==> src/rtl/inv_shift_rows_ser.sv <==
// Byte-serial AES InvShiftRows: takes one 128-bit state per handshake and emits its 16 bytes
// in InvShiftRows-permuted column-major order. Optional macro ISR_FLUSH_EN adds a synchronous flush input.
module inv_shift_rows_ser #(
  parameter int NCOL = 4,
  parameter int BW   = 8
) (
  input  logic          clk,
  input  logic          rst,
  input  logic          in_valid,
  output logic          in_ready,
  input  logic [127:0]  in_data,
  output logic          out_valid,
  input  logic          out_ready,
  output logic [BW-1:0] out_data,
  output logic          out_last
`ifdef ISR_FLUSH_EN
  ,
  input  logic          flush
`endif
);

  // Handshake: a transfer happens on an edge where valid & ready are both high; valid never
  // depends on ready, and a source holds its data until the transfer completes.

  if (NCOL != 4) begin : g_bad_ncol
    $error("inv_shift_rows_ser: NCOL must be 4");
  end
  if (BW != 8) begin : g_bad_bw
    $error("inv_shift_rows_ser: BW must be 8");
  end

  typedef enum logic [0:0] {IDLE = 1'b0, SEND = 1'b1} state_t;

  state_t       state;
  logic [3:0]   cnt;
  logic [127:0] data_q;
  logic         flush_i;
  logic         beat;
  logic         last_beat;
  logic         accept;
  logic [1:0]   src_col;
  logic [3:0]   src_idx;
  logic [6:0]   src_lsb;

`ifdef ISR_FLUSH_EN
  assign flush_i = flush;
`else
  assign flush_i = 1'b0;
`endif

  assign beat      = out_valid & out_ready;
  assign last_beat = beat & (cnt == 4'd15);
  assign in_ready  = ~flush_i & ((state == IDLE) | last_beat);
  assign accept    = in_valid & in_ready;
  assign out_last  = out_valid & (cnt == 4'd15);

  // Output byte (col c, row r) comes from source column (c - r) mod 4, same row.
  always_comb begin
    src_col  = cnt[3:2] - cnt[1:0];
    src_idx  = {src_col, cnt[1:0]};
    src_lsb  = {4'd15 - src_idx, 3'b000};
    out_data = data_q[src_lsb +: 8];
  end

  always_ff @(posedge clk or posedge rst) begin
    if (rst) begin
      state     <= IDLE;
      cnt       <= 4'd0;
      data_q    <= 128'd0;
      out_valid <= 1'b0;
    end else if (flush_i) begin
      state     <= IDLE;
      cnt       <= 4'd0;
      out_valid <= 1'b0;
    end else begin
      case (state)
        IDLE: begin
          if (accept) begin
            data_q    <= in_data;
            cnt       <= 4'd0;
            state     <= SEND;
            out_valid <= 1'b1;
          end
        end
        SEND: begin
          if (last_beat) begin
            cnt <= 4'd0;
            // A state offered on the final beat chains on without a bubble.
            if (accept) begin
              data_q <= in_data;
            end else begin
              state     <= IDLE;
              out_valid <= 1'b0;
            end
          end else if (beat) begin
            cnt <= cnt + 4'd1;
          end
        end
        default: begin
          state     <= IDLE;
          cnt       <= 4'd0;
          out_valid <= 1'b0;
        end
      endcase
    end
  end

endmodule
==> config.mk <==
export PLATFORM = sky130hd
export DESIGN_NAME = inv_shift_rows_ser
export DESIGN_NICKNAME = d
export VERILOG_FILES = /design/src/rtl/inv_shift_rows_ser.sv
export SDC_FILE = /design/constraint.sdc
export NUM_CORES = 1
export LEC_CHECK = 0
export BUFFER_PORTS_ARGS = -buffer_cell sky130_fd_sc_hd__buf_2
export CAP_MARGIN = 20
export CORE_MARGIN = 2
export CORE_UTILIZATION = 59
export DETAILED_ROUTE_END_ITERATION = 12
export PLACE_DENSITY = 0.82
export SLEW_MARGIN = 20
export SYNTH_ARGS = -nofsm -noshare
export SYNTH_HDL_FRONTEND = slang
export SYNTH_SLANG_ARGS = --single-unit
export TNS_END_PERCENT = 10
==> constraint.sdc <==
create_clock -name clk -period 10.1 [get_ports clk]
set_clock_uncertainty 0.05 [all_clocks]
set_input_delay 1.01 -clock clk [delete_from_list [all_inputs] [get_ports clk]]
set_output_delay 1.01 -clock clk [all_outputs]
set_load 0.05 [all_outputs]
==> results.md, run 1 <==
- Outcome: finished, final reports clean
- GRT Total Usage: 24.8%
- Final Net Count: 641
- First-pass iteration count of the detailed router: 4
- Die height: 110 um
- Critical path endpoint category: output pin
- Worst hold path type: reg -> reg
- Cell with the most instances after synthesis: dfrtp_1
- Chip width: 110 um
- CP Buf/Inv Count: 1
- Flops & latches, synth: 134
- Mapped Nets: 503
- Vias in the first global route: 4184
- Synthesized area: 6600 sq um
- Worst path slowest cell: dfrtp_2
- Antenna violations before repair: 1
- Routed WL per cell: 20.2 um
- Kind of critical path: reg -> out
- Dpl cell area: 7300 sq um
- Slew margin rel.: 27.2%
- Clk Latency, worst-skew pair: 0.53 ns
- Delay-heaviest family, CP: flip-flops
- Pwr Total: 2.77 mW
- Post-DP HPWL: 9.11 mm
- First-pass GRT wire length: 21.4 mm
- CP Max Fanout: 35
- CTS tree: yes
- Largest net degree at the start of global routing: 83
- Top post-synthesis cells by count: dfrtp_1, mux2_4, mux4_2
- Final hold vios: 0
- Pleak: 4.06 nW
- EDFF count, synth: 0
- GPL Wtd Cong: 0.772
- Port Buf Inserts: 142
- Area leader, netlist: dfrtp_1
- Post-synthesis async set-or-reset flop share: 100%
- Die area: 12000 sq um
- Setup tns final: 0 ns
- CTS Sinks: 134
- Critical Path, Cell by Cell: ha_1 > mux4_2 > mux2_2 > o21ai_0 > nand2_1 > buf_2
- Hold_buf cts: 0
- Share of cells above drive strength 1: 60.6%
- Yosys top cell area share: 50.8%
- Synth top area cells: dfrtp_1, mux2_4, mux4_2
- RSZ-0062 raised after global routing: false
- Sequential element share of the synthesized area: 50.8%
- Final max-slew violation count: 0
- Placement-stage worst setup slack: 5.98 ns
- Num CTS Buffers: 17
- Setup bufs post-CTS: 0
- Max-Cap Viols: 0
- IO Pins: 143
- Fillers: 697
- Predominant post-synthesis flop cell: dfrtp_1
- Final WL: 13.3 mm
- Worst Path Required: 9.04 ns
- CTS Root Cell: clkbuf_8
- Initial DRC Count: 238
- Mapped Cells: 369
- Ys Warns: 0
- PostCTS Resize Cnt: 0
- Syn_area_per_cell: 17.9 sq um
- Worst-path clk slew: 0.06 ns
- Total gr overflow: 0
- Hold WS: 0.437 ns
- Ant. Diodes: 0
- Initial Util: 60.6%
- Via density: 5.61
- CP max stage delay: 1.03 ns
- # setup viols final: 0
- Routed Antenna Nets: 0
- Fin area: 7880 sq um
- Crit share post-route: 45.8%
- Crit path time final: 4.62 ns
- Critical path startpoint category: flop
- CP arrival: 3.56 ns
- PD cells: 351 nW/um^2
- Via count: 3702
- Longest Clk Path Bufs: 2
- Cell row count: 38
- Yosys cell types: 30
- Worst Max-Slew Pin Slew: 1.09 ns
- Drt drc: 0
- Area Overhead vs Synth: 19.5%
- Post-route worst setup slack: 5.48 ns
- FMAX: 216 MHz
- Max VDD drop: 0.319 mV
- Core region area: 10900 sq um
- H-tree depth: 4
-- cell type report --
type / count / area [sq um] / share of cell area [%]
sequential: 134 / 3360 / 42.6
multi-input combinational: 205 / 3020 / 38.2
timing repair buffer: 144 / 729 / 9.25
clock inverter: 9 / 97.6 / 1.24
tap: 140 / 175 / 2.22
inverter: 5 / 23.8 / 0.302
clock buffer: 23 / 487 / 6.17
-- final timing paths --
check,depth (start not counted),start,slack [ns],endpoint
worst max-delay path,6,cnt[0],5.48,out_data[5]
worst min-delay path,1,data_q[49],0.44,data_q[49]
worst max register to register,6,cnt[0],6.20,data_q[54]
worst min register to register,1,data_q[49],0.44,data_q[49]
max in group asynchronous,3,rst,8.44,data_q[74]
min in group asynchronous,2,rst,0.46,data_q[48]
-- through the flow --
stage	util [%]	std cells
final	72.4	660
after global routing	72.4	660
after CTS	72.4	660
after detailed placement	67.0	628
after global placement	67.0	628
after floorplan	-	369
-- routing by layer --
metal	up-vias	GRT usage, %	share of wire [%]
met5	-	0	0
li1	1670	-	-
met4	0	8.41	1.7
met3	18	9.66	6.8
met2	122	40.5	51
met1	1892	30.3	41
-- worst reg2reg max path: cells and delay by family, from the launching register on --
kind                       cells  cell delay, ns
adders and majority gates      1            0.32
buffers and inverters          1            0.79
DFF                            1            1.03
and+or+nand+nor                2            0.78
muxes                          1            0.47
AOI/OAI and AO/OA              1            0.34
-- power breakdown --
group          internal, mW  switching (mW)  leakage (nW)
Sequential            0.805           0.212          1.63
Clock                 0.381           0.221         0.293
Combinational         0.660           0.491          2.14
-- registers in the layout, summed over array words and instances, names as in the netlist --
name	flops
cnt	4
data_q	128
out_valid	1
state	1
-- kinds of logic after synthesis --
group           share of synthesized area, %
flops                                   50.8
simple gates                            1.71
buf+inv                                 3.60
compound gates                          1.33
xor+xnor                               0.247
mux                                     41.9
fa+ha+maj                              0.379
-- placed cells by master (no fill, tap or decap), types with 4 or more instances in the layout --
cell type / count
buf_2: 142
clkbuf_16: 16
clkbuf_8: 6
clkinv_2: 6
dfrtp_1: 132
inv_1: 4
mux2_1: 20
mux2_2: 11
mux2_4: 100
mux4_1: 16
mux4_2: 22
nand2_1: 6
o21ai_0: 5
Note: power is estimated with default switching activity, not from simulation.
==> inputs of run 2 (changes only) <==
Settings changed: ABC_AREA set to 1, CORE_UTILIZATION 59 to 55, PLACE_DENSITY 0.82 to 0.76.
Clock period 10.1 ns to 4.3 ns, I/O delays scaled along.
==> run 2 against run 1 <==
Net effect: die area up 7.7%; worst hold slack worse by 0.28 ns; sequential power increased by 110%; design area increased by 0.29%; combinational power rose to 2.7 times the previous value; cell count rose by 75%; synthesized cell count increased by 140%; largest power group unchanged; area after synthesis rose by 0.68%; non-clock buffer count rose by 7.
==> results.md, run 2 <==
- Mapped Nets: 1011
- Routed WL per cell: 14.4 um
- Pwr Total: 6.74 mW
- IO Pins: 143
- Largest net degree at the start of global routing: 105
- Biggest register: data_q
- Ant. Diodes: 0
- # setup viols final: 0
- CTS tree: yes
- Worst Max-Slew Pin Slew: 0.932 ns
- Longest Clk Path Bufs: 2
- Kind of critical path: reg -> out
- Mapped Cells: 877
- Chip width: 114 um
- Placement-stage worst setup slack: 1.24 ns
- GRT Total Usage: 26.8%
- Yosys cell types: 24
- Hold_buf cts: 0
- Share of cells above drive strength 1: 19.5%
- FMAX: 282 MHz
- Initial DRC Count: 439
- Ys Warns: 0
- Flops & latches, synth: 134
- First-pass GRT wire length: 27.0 mm
- CP dominant cell by count: nand2_1
- Final WL: 16.6 mm
- Die height: 114 um
- Placed cells: 1124
- CTS Sinks: 134
- Die area: 13000 sq um
- EDFF count, synth: 0
- CP Max Fanout: 30
- PD cells: 853 nW/um^2
- Port Buf Inserts: 142
- Critical path endpoint category: output pin
- Final Core Density: 66.4%
- Cell with the most instances after synthesis: nand2_1
- Vias in the first global route: 5628
- Max VDD drop: 0.326 mV
- Sequential element share of the synthesized area: 50.5%
- Most common cell after layout, fill and taps aside: nand2_1
- Final Net Count: 1130
- Worst path slowest cell: dfrtp_2
- Syn_area_per_cell: 7.58 sq um
- Critical Path, Cell by Cell: buf_4 > clkinv_1 > buf_4 > nand2_1 > nand3_1 > nand2_1 > nand2_1 > nand2_1 > nand2_1 > nand2_1 > buf_2
- Via count: 5910
- Setup bufs post-CTS: 0
- Crit share post-route: 82.5%
- PostCTS Resize Cnt: 0
- Worst-path clk slew: 0.06 ns
- Pleak: 4.17 nW
- Top post-synthesis cells by count: nand2_1, dfrtp_1, inv_1
- Predominant post-synthesis flop cell: dfrtp_1
- Total gr overflow: 0
- Max-Cap Viols: 0
- Area Overhead vs Synth: 19.0%
- Worst hold path type: in -> reg
- Post-DP HPWL: 11.5 mm
- Fillers: 1077
- Biggest regs: data_q (128), cnt (4)
- Layout Cells excl Fill: 1155
- Largest register FFs: 128
- GPL Wtd Cong: 0.923
- H-tree depth: 4
- Most frequent cells in the layout: nand2_1, buf_2, dfrtp_1, inv_1, nand3_1
- Setup tns final: 0 ns
- Initial Util: 55.8%
- CP max stage delay: 0.59 ns
- CTS Root Cell: clkbuf_16
- Routed Antenna Nets: 0
- Area leader, netlist: dfrtp_1
- Crit path time final: 3.55 ns
- Synthesized area: 6640 sq um
- Post-route worst setup slack: 0.753 ns
- Worst Path Required: 3.82 ns
- Clk Latency, worst-skew pair: 0.41 ns
- RSZ-0062 raised after global routing: false
- Critical path startpoint category: flop
- Num CTS Buffers: 17
- Via density: 5.12
- Antenna violations before repair: 0
- Yosys top cell area share: 50.5%
- Final hold vios: 0
- Cell row count: 40
- Core region area: 11900 sq um
- Post-synthesis async set-or-reset flop share: 100%
- First-pass iteration count of the detailed router: 5
- Synth top area cells: dfrtp_1, nand2_1, nand3_1
- Drt drc: 0
- Outcome: finished, final reports clean
- CP arrival: 3.07 ns
- Final max-slew violation count: 0
- Slew margin rel.: 37.8%
run 2: changes by cell type after synthesis, sizes merged, moves of 3 or more:
cell,previous run,this run
nand3,3,86
clkbuf,5,19
mux2,131,0
inv,5,112
o211ai,0,4
nand2,7,334
nor2,3,34
mux4,38,0
o21ai,5,113
nor2b,3,0
buf,20,32
run 2: metal layers:
| layer | vias up | part of all wire, % | GRT usage, % |
|---|---|---|---|
| met3 | 30 | 6.5 | 4.99 |
| met5 | - | 0 | 0 |
| met4 | 0 | 2.7 | 10.7 |
| met1 | 2700 | 44 | 36.4 |
| met2 | 227 | 47 | 43.1 |
| li1 | 2953 | - | - |
run 2: final timing paths:
kind	to	cells after the start	slack, ns	from
min reg2reg	data_q[34]	2	0.43	data_q[34]
min	data_q[31]	3	0.16	in_data[31]
max reg2reg	data_q[82]	8	1.57	cnt[0]
max in group asynchronous	data_q[90]	3	3.07	rst
max	out_data[5]	11	0.75	cnt[0]
min in group asynchronous	data_q[111]	2	0.17	rst
run 2: per-stage QoR:
step / instance area [sq um] / hold WS, ns
6_report: 7910 / 0.161
5_1_grt: 7910 / 0.169
4_1_cts: 7910 / 0.153
3_5_place_dp: 7300 / 0.415
3_3_place_gp: 7300 / 0.411
2_1_floorplan: 6640 / 0.394
run 2: kinds of logic after synthesis:
kind of cell               count (synthesis)  share of synthesized area [%]
and+or+nand+nor                          456                           27.6
buffers and inverters                    165                           11.6
DFF                                      134                           50.5
AOI/OAI and AO/OA                        120                           9.96
adders and majority gates                  2                          0.377
run 2: final cells by class:
cell class	count	area (sq um)	share of cell area, %
repair buffers	151	803	10.2
clock inverters	7	92.6	1.17
clock buffers	24	512	6.47
flip-flops and latches	134	3350	42.4
well taps	147	184	2.33
inverters	114	438	5.54
multi-input cells	578	2520	31.9
run 2: power by group:
group / switching, mW / total (mW) / internal [mW]
logic: 2.21 / 3.16 / 0.949
registers: 0.237 / 2.12 / 1.88
clock network: 0.518 / 1.46 / 0.941
run 2: critical path, delay by kind of cell (launching register included):
family                 cells  cell delay [ns]
buffers and inverters      4             1.54
AND/OR/NAND/NOR            7             0.49
flip-flops                 1             0.59
==> inputs of run 3 (changes only) <==
Settings changed: ABC_AREA 1 to 0, PLACE_DENSITY 0.76 to 0.77.
Clock period 4.3 ns to 3.3 ns, I/O delays scaled along.
==> run 3 against run 2 <==
Net effect: global-route usage decreased by 4.1 points; worst setup slack got worse by 0.52 ns; register-to-register slack got worse by 0.80 ns; first-iteration DRC count decreased by 50%; combinational power increased by 17%; via count decreased by 37%; utilization increased by 1.2 points; routed wire length decreased by 19%; non-clock buffer count unchanged; total power increased by 26%; critical path type unchanged; critical endpoint is now out_data[1]; highest routed layer unchanged.
==> results.md, run 3 (same netlist as run 1, synthesis figures left out) <==
- Met2 wire length: 6.59 mm
- Die area: 12900 sq um
- Largest register FFs: 128
- Critical Path, Cell by Cell: ha_1 > xnor2_2 > nor2b_4 > or2_2 > mux4_2 > buf_2
- First-pass iteration count of the detailed router: 4
- Share of power burned in registers: 35.0%
- Kind of critical path: reg -> out
- Drt drc: 0
- H-tree depth: 4
- CP startpoint: cnt[0]
- GPL Wtd Cong: 0.800
- Port Buf Inserts: 142
- Final Core Density: 67.5%
- Logic pwr share: 43.3%
- FMAX: 326 MHz
- CTS Sinks: 134
- Outcome: finished, final reports clean
- Core region area: 11900 sq um
- Routed wire length on met3: 931 um
- Post-DP HPWL: 9.58 mm
- Worst hold path type: in -> async
- CP Max Fanout: 11
- Critical path endpoint category: output pin
- Setup bufs post-CTS: 0
- Reg-to-reg critical path startpoint: cnt[1]
- Share of cells above drive strength 1: 61.3%
- Clk Latency, worst-skew pair: 0.42 ns
- Routed Antenna Nets: 0
- PD cells: 1060 nW/um^2
- Cell Int Power: 5.67 mW
- Antenna violations before repair: 3
- Worst Max-Slew Pin Slew: 0.900 ns
- Most common cell after layout, fill and taps aside: buf_2
- Max VDD drop: 0.599 mV
- Worst-path clk slew: 0.06 ns
- IO Pins: 143
- Setup tns final: 0 ns
- First-pass GRT wire length: 21.8 mm
- Worst Path Required: 2.92 ns
- Final max-slew violation count: 0
- Critical path startpoint category: flop
- CTS Root Cell: clkbuf_16
- Pleak: 4.11 nW
- Worst R2R Path Depth: 6
- Max-Cap Viols: 0
- Highest Signal Layer: met4
- Final Net Count: 648
- Vias in the first global route: 4098
- Cell row count: 40
- Final WL: 13.5 mm
- Reg2Reg Capture Point: data_q[47]
- Via density: 5.51
- Most frequent cells in the layout: buf_2, dfrtp_1, mux2_4, mux4_2, mux2_1
- Delay-heaviest family, CP: multiplexers
- Largest net degree at the start of global routing: 60
- Final hold vios: 0
- GRT Total Usage: 22.7%
- CP Buf/Inv Count: 1
- CP arrival: 2.69 ns
- Num CTS Buffers: 17
- Area Overhead vs Synth: 21.4%
- RSZ-0062 raised after global routing: false
- # setup viols final: 0
- CP max stage delay: 0.54 ns
- Crit share post-route: 93.0%
- Biggest regs: data_q (128), cnt (4)
- Chip width: 114 um
- Clock share of power: 21.7%
- Crit path time final: 3.07 ns
- Via count: 3728
- Switching Fraction: 33.4%
- Biggest register: data_q
- Total gr overflow: 0
- Initial DRC Count: 218
- Longest Clk Path Bufs: 2
- Worst path slowest cell: mux4_2
- NetSw: 2.84 mW
- Routed WL per cell: 19.9 um
- Slew margin rel.: 39.9%
- Die height: 114 um
- CTS tree: yes
- Metal-1 WL: 5.77 mm
- Reg2Reg Setup Slack: 0.77 ns
- Initial Util: 55.6%
-- run 3: changes by cell type in the layout (fill, tap and decap cells not counted), moves of 20 or more --
| cell | previous run | this run |
|---|---|---|
| nand2_1 | 333 | 6 |
| mux2_1 | 0 | 20 |
| nor2_1 | 34 | 3 |
| mux2_4 | 0 | 100 |
| o21ai_1 | 81 | 0 |
| nand3_1 | 85 | 3 |
| inv_1 | 111 | 4 |
| mux4_2 | 0 | 22 |
-- run 3: through the flow --
step	cells	total power [mW]	worst slack [ns]	hold slack (ns)	area, sq um
detailed placement	642	6.71	0.505	0.427	7420
finish	677	8.51	0.233	0.0405	8010
global route	676	8.98	0.0562	0.0529	8010
floorplan	369	5.88	0.783	0.406	6600
CTS	674	8.59	0.0431	0.0515	8000
global placement	642	6.59	0.563	0.416	7420
-- run 3: area by class of cell --
type                       count  area, sq um
inverter                       5         22.5
fill                         820         3850
multi-input combinational    205         3020
antenna                        3         7.51
tap                          147          184
timing repair buffer         151          841
clock buffer                  20          457
clock inverter                12          129
sequential                   134         3360
-- run 3: how the worst max path moves through the flow --
stage | to | slack [ns] | cells past startpoint
finish | out_data[1] | 0.23 | 6
global route | out_data[1] | 0.06 | 6
CTS | out_data[1] | 0.04 | 6
detailed placement | out_data[1] | 0.50 | 6
global placement | out_data[3] | 0.56 | 6
floorplan | out_data[2] | 0.78 | 8
-- run 3: layer usage --
layer | up-vias | track usage, %
met5 | - | 0
met3 | 14 | 8.71
met4 | 0 | 6.34
met2 | 125 | 36.2
met1 | 1899 | 29.5
li1 | 1690 | -
-- run 3: worst reg2reg max path, cell delays in order, from the launching register on --
cell and delay [ns]:
dfrtp_2 0.57, ha_1 0.25, nand3_1 0.17, o31ai_4 0.37
nand2_4 0.33, buf_12 0.31, mux2_1 0.37
-- run 3: power by group through the flow --
stage	registers, mW	logic [mW]	clock network, mW
2_1_floorplan	2.78	3.10	0
5_1_grt	3.09	3.93	1.96
6_report	2.98	3.69	1.85
3_5_place_dp	2.99	3.72	0
4_1_cts	2.98	3.74	1.87
3_3_place_gp	2.95	3.64	0
-- run 3: timing repair --
| item | 4_1_cts | 5_1_grt |
|---|---|---|
| resized for setup | 0 | 1 |
| hold buffers | 0 | 0 |
| endpoints found under the setup margin | 0 | 6 |
